[src/rtl/common_pkg.sv]
// Shared definitions for the boot path: datapath width and loader FSM states.
package common;
   localparam int XLEN_WIDTH = 32;

   typedef enum logic [2:0] {
      IDLE,
      HEADER,
      DATA,
      DONE,
      ERROR
   } loader_state_t;
endpackage

[src/rtl/uart_rx.sv]
// 8N1 UART receiver: 2-flop synchronizer, falling-edge start detect, mid-bit sampling.
module uart_rx #(
   parameter int CLKS_PER_BIT = 868
) (
   input  logic       clk,
   input  logic       reset,
   input  logic       rx,
   output logic [7:0] data,
   output logic       byte_valid,
   output logic       frame_error
);
   localparam int CW = $clog2(CLKS_PER_BIT);
   localparam logic [CW-1:0] FULL_CNT = CW'(CLKS_PER_BIT - 1);
   localparam logic [CW-1:0] HALF_CNT = CW'(CLKS_PER_BIT / 2 - 1);

   typedef enum logic [1:0] {RX_IDLE, RX_START, RX_DATA, RX_STOP} rx_state_t;

   rx_state_t     state_q;
   logic          rx_meta_q, rx_sync_q, rx_prev_q;
   logic [CW-1:0] cnt_q;
   logic [2:0]    bit_q;
   logic [7:0]    shift_q;
   logic          stop_sample;

   // Byte outcome is decoded in the stop-sample cycle so the loader sees it without extra latency.
   assign stop_sample = (state_q == RX_STOP) && (cnt_q == FULL_CNT);
   assign byte_valid  = stop_sample & rx_sync_q;
   assign frame_error = stop_sample & ~rx_sync_q;
   assign data        = shift_q;

   always_ff @(posedge clk or posedge reset) begin
      if (reset) begin
         rx_meta_q <= 1'b1;
         rx_sync_q <= 1'b1;
         rx_prev_q <= 1'b1;
         state_q   <= RX_IDLE;
         cnt_q     <= '0;
         bit_q     <= '0;
         shift_q   <= '0;
      end else begin
         rx_meta_q <= rx;
         rx_sync_q <= rx_meta_q;
         rx_prev_q <= rx_sync_q;
         case (state_q)
            RX_IDLE: begin
               cnt_q <= '0;
               bit_q <= '0;
               if (!rx_sync_q && rx_prev_q) state_q <= RX_START;
            end
            RX_START: begin
               if (cnt_q == HALF_CNT) begin
                  cnt_q   <= '0;
                  state_q <= rx_sync_q ? RX_IDLE : RX_DATA;
               end else begin
                  cnt_q <= cnt_q + CW'(1);
               end
            end
            RX_DATA: begin
               if (cnt_q == FULL_CNT) begin
                  cnt_q   <= '0;
                  shift_q <= {rx_sync_q, shift_q[7:1]};
                  bit_q   <= bit_q + 3'd1;
                  if (bit_q == 3'd7) state_q <= RX_STOP;
               end else begin
                  cnt_q <= cnt_q + CW'(1);
               end
            end
            RX_STOP: begin
               if (cnt_q == FULL_CNT) begin
                  cnt_q   <= '0;
                  state_q <= RX_IDLE;
               end else begin
                  cnt_q <= cnt_q + CW'(1);
               end
            end
            default: state_q <= RX_IDLE;
         endcase
      end
   end
endmodule

[src/rtl/program_loader.sv]
// Boot loader: receives a length-prefixed little-endian image over UART and
// writes it word by word into program memory, holding the core off meanwhile.
module program_loader
   import common::*;
#(
   parameter int CLKS_PER_BIT = 868,
   parameter int MEM_WORDS    = 256
) (
   input  logic                  clk,
   input  logic                  reset,
   input  logic                  uart_rx,
   output logic                  write_enable,
   output logic [XLEN_WIDTH-1:0] write_address,
   output logic [XLEN_WIDTH-1:0] write_data,
   output logic                  loading,
   output logic                  done,
   output logic                  error,
   output logic                  frame_error
);
   localparam int IDXW = $clog2(MEM_WORDS + 1);

   logic [7:0]  rx_data;
   logic        rx_valid;

   loader_state_t         state_q;
   logic [1:0]            byte_cnt_q;
   logic [IDXW-1:0]       word_idx_q;
   logic [23:0]           hdr_q;
   logic [31:0]           n_q;
   logic [23:0]           asm_q;
   logic                  we_q, loading_q, done_q, error_q;
   logic [XLEN_WIDTH-1:0] addr_q, data_q;

   logic [31:0] hdr_d;
   logic [31:0] word_d;
   logic        last_word_d;

   uart_rx #(
      .CLKS_PER_BIT(CLKS_PER_BIT)
   ) u_rx (
      .clk         (clk),
      .reset       (reset),
      .rx          (uart_rx),
      .data        (rx_data),
      .byte_valid  (rx_valid),
      .frame_error (frame_error)
   );

   // The 4th byte completes a value directly from the receiver, so only 3 bytes are buffered.
   assign hdr_d       = {rx_data, hdr_q};
   assign word_d      = {rx_data, asm_q};
   assign last_word_d = (n_q == 32'(word_idx_q) + 32'd1);

   assign write_enable  = we_q;
   assign write_address = addr_q;
   assign write_data    = data_q;
   assign loading       = loading_q;
   assign done          = done_q;
   assign error         = error_q;

   always_ff @(posedge clk or posedge reset) begin
      if (reset) begin
         state_q    <= IDLE;
         byte_cnt_q <= '0;
         word_idx_q <= '0;
         hdr_q      <= '0;
         n_q        <= '0;
         asm_q      <= '0;
         we_q       <= 1'b0;
         addr_q     <= '0;
         data_q     <= '0;
         loading_q  <= 1'b1;
         done_q     <= 1'b0;
         error_q    <= 1'b0;
      end else begin
         we_q <= 1'b0;
         case (state_q)
            IDLE: begin
               if (rx_valid) begin
                  hdr_q[7:0] <= rx_data;
                  byte_cnt_q <= 2'd1;
                  state_q    <= HEADER;
               end
            end
            HEADER: begin
               if (rx_valid) begin
                  byte_cnt_q <= byte_cnt_q + 2'd1;
                  case (byte_cnt_q)
                     2'd1:    hdr_q[15:8]  <= rx_data;
                     2'd2:    hdr_q[23:16] <= rx_data;
                     default: begin
                        n_q <= hdr_d;
                        if (hdr_d == 32'd0) begin
                           state_q   <= DONE;
                           done_q    <= 1'b1;
                           loading_q <= 1'b0;
                        end else if (hdr_d > 32'(MEM_WORDS)) begin
                           state_q <= ERROR;
                           error_q <= 1'b1;
                        end else begin
                           state_q <= DATA;
                        end
                     end
                  endcase
               end
            end
            DATA: begin
               if (rx_valid) begin
                  byte_cnt_q <= byte_cnt_q + 2'd1;
                  case (byte_cnt_q)
                     2'd0:    asm_q[7:0]   <= rx_data;
                     2'd1:    asm_q[15:8]  <= rx_data;
                     2'd2:    asm_q[23:16] <= rx_data;
                     default: begin
                        we_q       <= 1'b1;
                        data_q     <= word_d;
                        addr_q     <= XLEN_WIDTH'({word_idx_q, 2'b00});
                        word_idx_q <= word_idx_q + IDXW'(1);
                        if (last_word_d) begin
                           state_q   <= DONE;
                           done_q    <= 1'b1;
                           loading_q <= 1'b0;
                        end
                     end
                  endcase
               end
            end
            DONE:    ;
            ERROR:   ;
            default: state_q <= IDLE;
         endcase
      end
   end
endmodule

[config.mk]
export PLATFORM = sky130hd
export DESIGN_NAME = program_loader
export DESIGN_NICKNAME = d
export VERILOG_FILES = /design/src/rtl/common_pkg.sv /design/src/rtl/uart_rx.sv /design/src/rtl/program_loader.sv
export SDC_FILE = /design/constraint.sdc
export NUM_CORES = 1
export LEC_CHECK = 0
export BUFFER_PORTS_ARGS = -buffer_cell sky130_fd_sc_hd__buf_4
export CORE_MARGIN = 2
export CORE_UTILIZATION = 50
export DETAILED_ROUTE_END_ITERATION = 12
export PLACE_DENSITY = 0.76
export SYNTH_ARGS = -nofsm -noshare
export SYNTH_HDL_FRONTEND = slang
export SYNTH_HIERARCHICAL = 1
export SYNTH_SLANG_ARGS = --single-unit
[constraint.sdc]
create_clock -name clk -period 6.22 [get_ports clk]
set_clock_uncertainty 0.05 [all_clocks]
set_input_delay 1.866 -clock clk [delete_from_list [all_inputs] [get_ports clk]]
set_output_delay 1.866 -clock clk [all_outputs]
set_load 0.1 [all_outputs]
==> results.sh <==
export IMPL_status="finished, final reports clean"
export IMPL_track_usage=0.188
export IMPL_wire_per_inst_um=16.4
export IMPL_grt_overflow=0
export IMPL_worstPathMaxFanout=4
export IMPL_irDropWorstVdd_v=0.000192
export IMPL_async_reset_ff_frac=1.00
export IMPL_rsz0062_at_grt="false"
export IMPL_netlist_top_cells_area="dfrtp_1, mux2_2, nand2_1"
export IMPL_cts_tree="built"
export IMPL_min_period_ps=4110
export IMPL_min_period_over_period=0.661
export IMPL_die_h_um=124
export IMPL_setup_viol=0
export IMPL_initial_core_util=0.518
export IMPL_cp_required_ps=4300
export IMPL_cts_buffer_depth=2
export IMPL_leakage_nw=4.23
export IMPL_vias=4582
export IMPL_cts_sinks=165
export IMPL_clk_latency_ps=430
export IMPL_final_cells=835
export IMPL_ctsHoldBuffers=0
export IMPL_firstDrtPassIters=4
export IMPL_layout_drive_gt1_share=0.315
export IMPL_routed_wl_um=13700
export IMPL_yosys_top_cells_count="dfrtp_1, nand2_1, mux2_2"
export IMPL_dp_cells=803
export IMPL_numCtsBuffers=17
export IMPL_r2r_slack_ps=2450
export IMPL_synth_edff_count=0
export IMPL_place_ws_ps=2490
export IMPL_core_area_um2=14000
export IMPL_detail_route_antenna_nets=0
export IMPL_drv_slew=0
export IMPL_synth_seq_cells=165
export IMPL_rows=43
export IMPL_hp_class="reg2reg"
export IMPL_grt_pass1_vias=4632
export IMPL_syn_area_per_cell_um2=12.2
export IMPL_crit_type="reg2out"
export IMPL_htreeDepth=4
export IMPL_r2r_start="u_rx/cnt_q[2]"
export IMPL_drtIter0Drc=263
export IMPL_finalNetCount=654
export IMPL_synth_most_common_cell="dfrtp_1"
export IMPL_cap_violations=0
export IMPL_cp_arrival_ps=2200
export IMPL_io_buffer_count=48
export IMPL_yosys_area_top_type="dfrtp_1"
export IMPL_ys_seq_area_frac=0.571
export IMPL_routabilityCongestion=0.801
export IMPL_cts_setup_buffers=0
export IMPL_syn_inst=591
export IMPL_synth_cell_types=61
export IMPL_final_util=0.595
export IMPL_ctsResizeCount=0
export IMPL_dp_hpwl_um=9270
export IMPL_ys_flop_type="dfrtp_1"
export IMPL_antenna_diode_count=0
export IMPL_hp_start="u_rx/rx_meta_q"
export IMPL_slew_headroom=0.385
export IMPL_whs_ps=319
export IMPL_setup_tns_ps=0
export IMPL_io_pins=72
export IMPL_power_density_nw_per_um2=283
export IMPL_yosysTopAreaCellShare=0.557
export IMPL_syn_area_um2=7240
export IMPL_endpoint_kind="primary output"
export IMPL_grt_pass1_wl_um=23200
export IMPL_worst_slew_pin_slew_ps=922
export IMPL_root_buffer="clkbuf_16"
export IMPL_antenna_found_initial=0
export IMPL_clk_pin_slew_ps=60
export IMPL_drc_errors=0
export IMPL_setup_ws_ps=2110
export IMPL_hold_viol=0
export IMPL_viasPerCell=5.49
export IMPL_dieWidth_um=124
export IMPL_yosysWarnings=6
export IMPL_die_area_um2=15500
export IMPL_area_growth_syn_to_layout_pct=15.0
export IMPL_crit_start="u_rx/cnt_q[2]"
export IMPL_critPathLaunchType="flop"
export IMPL_fmax_mhz=243
export IMPL_grt_max_degree=59
registers in the layout (all words and copies together) (netlist names), 2 cells and up, named ones only:
| signal | flops |
|---|---|
| asm_q | 24 |
| byte_cnt_q | 2 |
| hdr_q | 24 |
| n_q | 32 |
| state_q | 3 |
| u_rx/bit_q | 3 |
| u_rx/cnt_q | 10 |
| u_rx/data | 8 |
| word_idx_q | 9 |
| write_address | 9 |
| write_data | 32 |
kinds of logic (layout without fill, tap and decap cells):
family / after synthesis / after routing / share of synthesized area
xor gates and xnor gates: 27 / 27 / 0.0327
AOI/OAI and AO/OA: 38 / 38 / 0.0434
and+or+nand+nor: 189 / 189 / 0.127
other: 1 / 23 / 0.000518
adders and majority gates: 9 / 9 / 0.0156
DFF: 165 / 165 / 0.571
muxes: 105 / 105 / 0.166
buffers and inverters: 57 / 99 / 0.0439
report_power, final:
part	internal (mW)	leakage, nW	switching [mW]
sequential	1.09	2.28	0.0215
combinational	0.0229	1.64	0.102
clock	0.704	0.306	0.415
total	1.82	4.23	0.539
placed cells by master, fill, tap and decap left out, types with 3 or more instances in the layout:
cell        instances
a31oi_1             4
buf_4              52
bufinv_16           4
clkbuf_16          17
clkbuf_8            3
clkinvlp_4          3
conb_1             23
dfrtp_1           161
dfstp_2             4
ha_1                9
inv_1              13
mux2_2             95
mux2_4              7
mux2i_1             3
nand2_1            99
nand2b_1            5
nand3_1             8
nand4_1             4
nor2_1             28
nor2b_1             4
nor3_1              5
nor4_1             15
o21ai_0             9
or2_2               4
xnor2_1            20
xor2_1              7
layout make-up:
cell class	count	area (µm²)
clock buffer	21	470
clock inverter	11	170
fill	1053	5660
inverter	15	58.8
multi-input combinational	391	2880
sequential	165	4130
tap	180	225
timing repair buffer	52	390
routing by layer:
layer | part of all wire | GRT usage | routed length [µm] | vias to the layer above
met5 | 0 | 0 | 0 | -
met1 | 0.43 | 0.235 | 5840 | 2354
met3 | 0.034 | 0.0477 | 463 | 22
met4 | 0.019 | 0.0694 | 254 | 0
met2 | 0.52 | 0.316 | 7110 | 93
li1 | - | - | - | 2113
metrics by stage:
stage	area [µm²]	power, mW
after CTS	8330	2.37
after floorplan	7320	1.25
final	8330	2.36
after global placement	7680	1.25
after detailed placement	7680	1.26
after global routing	8330	2.43
worst max-delay path, cell delays in order, from the launching register on:
cell	delay, ps
dfrtp_1	420
or3b_4	430
nor3_1	320
nand3_1	160
nor2_1	130
buf_4	300
worst paths after layout:
path / to / depth (start not counted)
max in group asynchronous: write_address[10] / 3
min in group asynchronous: write_data[1] / 2
hold / removal: u_rx/rx_sync_q / 0
setup reg to reg: write_address[2] / 10
setup / recovery: frame_error / 5
hold reg to reg: u_rx/rx_sync_q / 0
No activity file was read; power rests on OpenSTA's default activity.
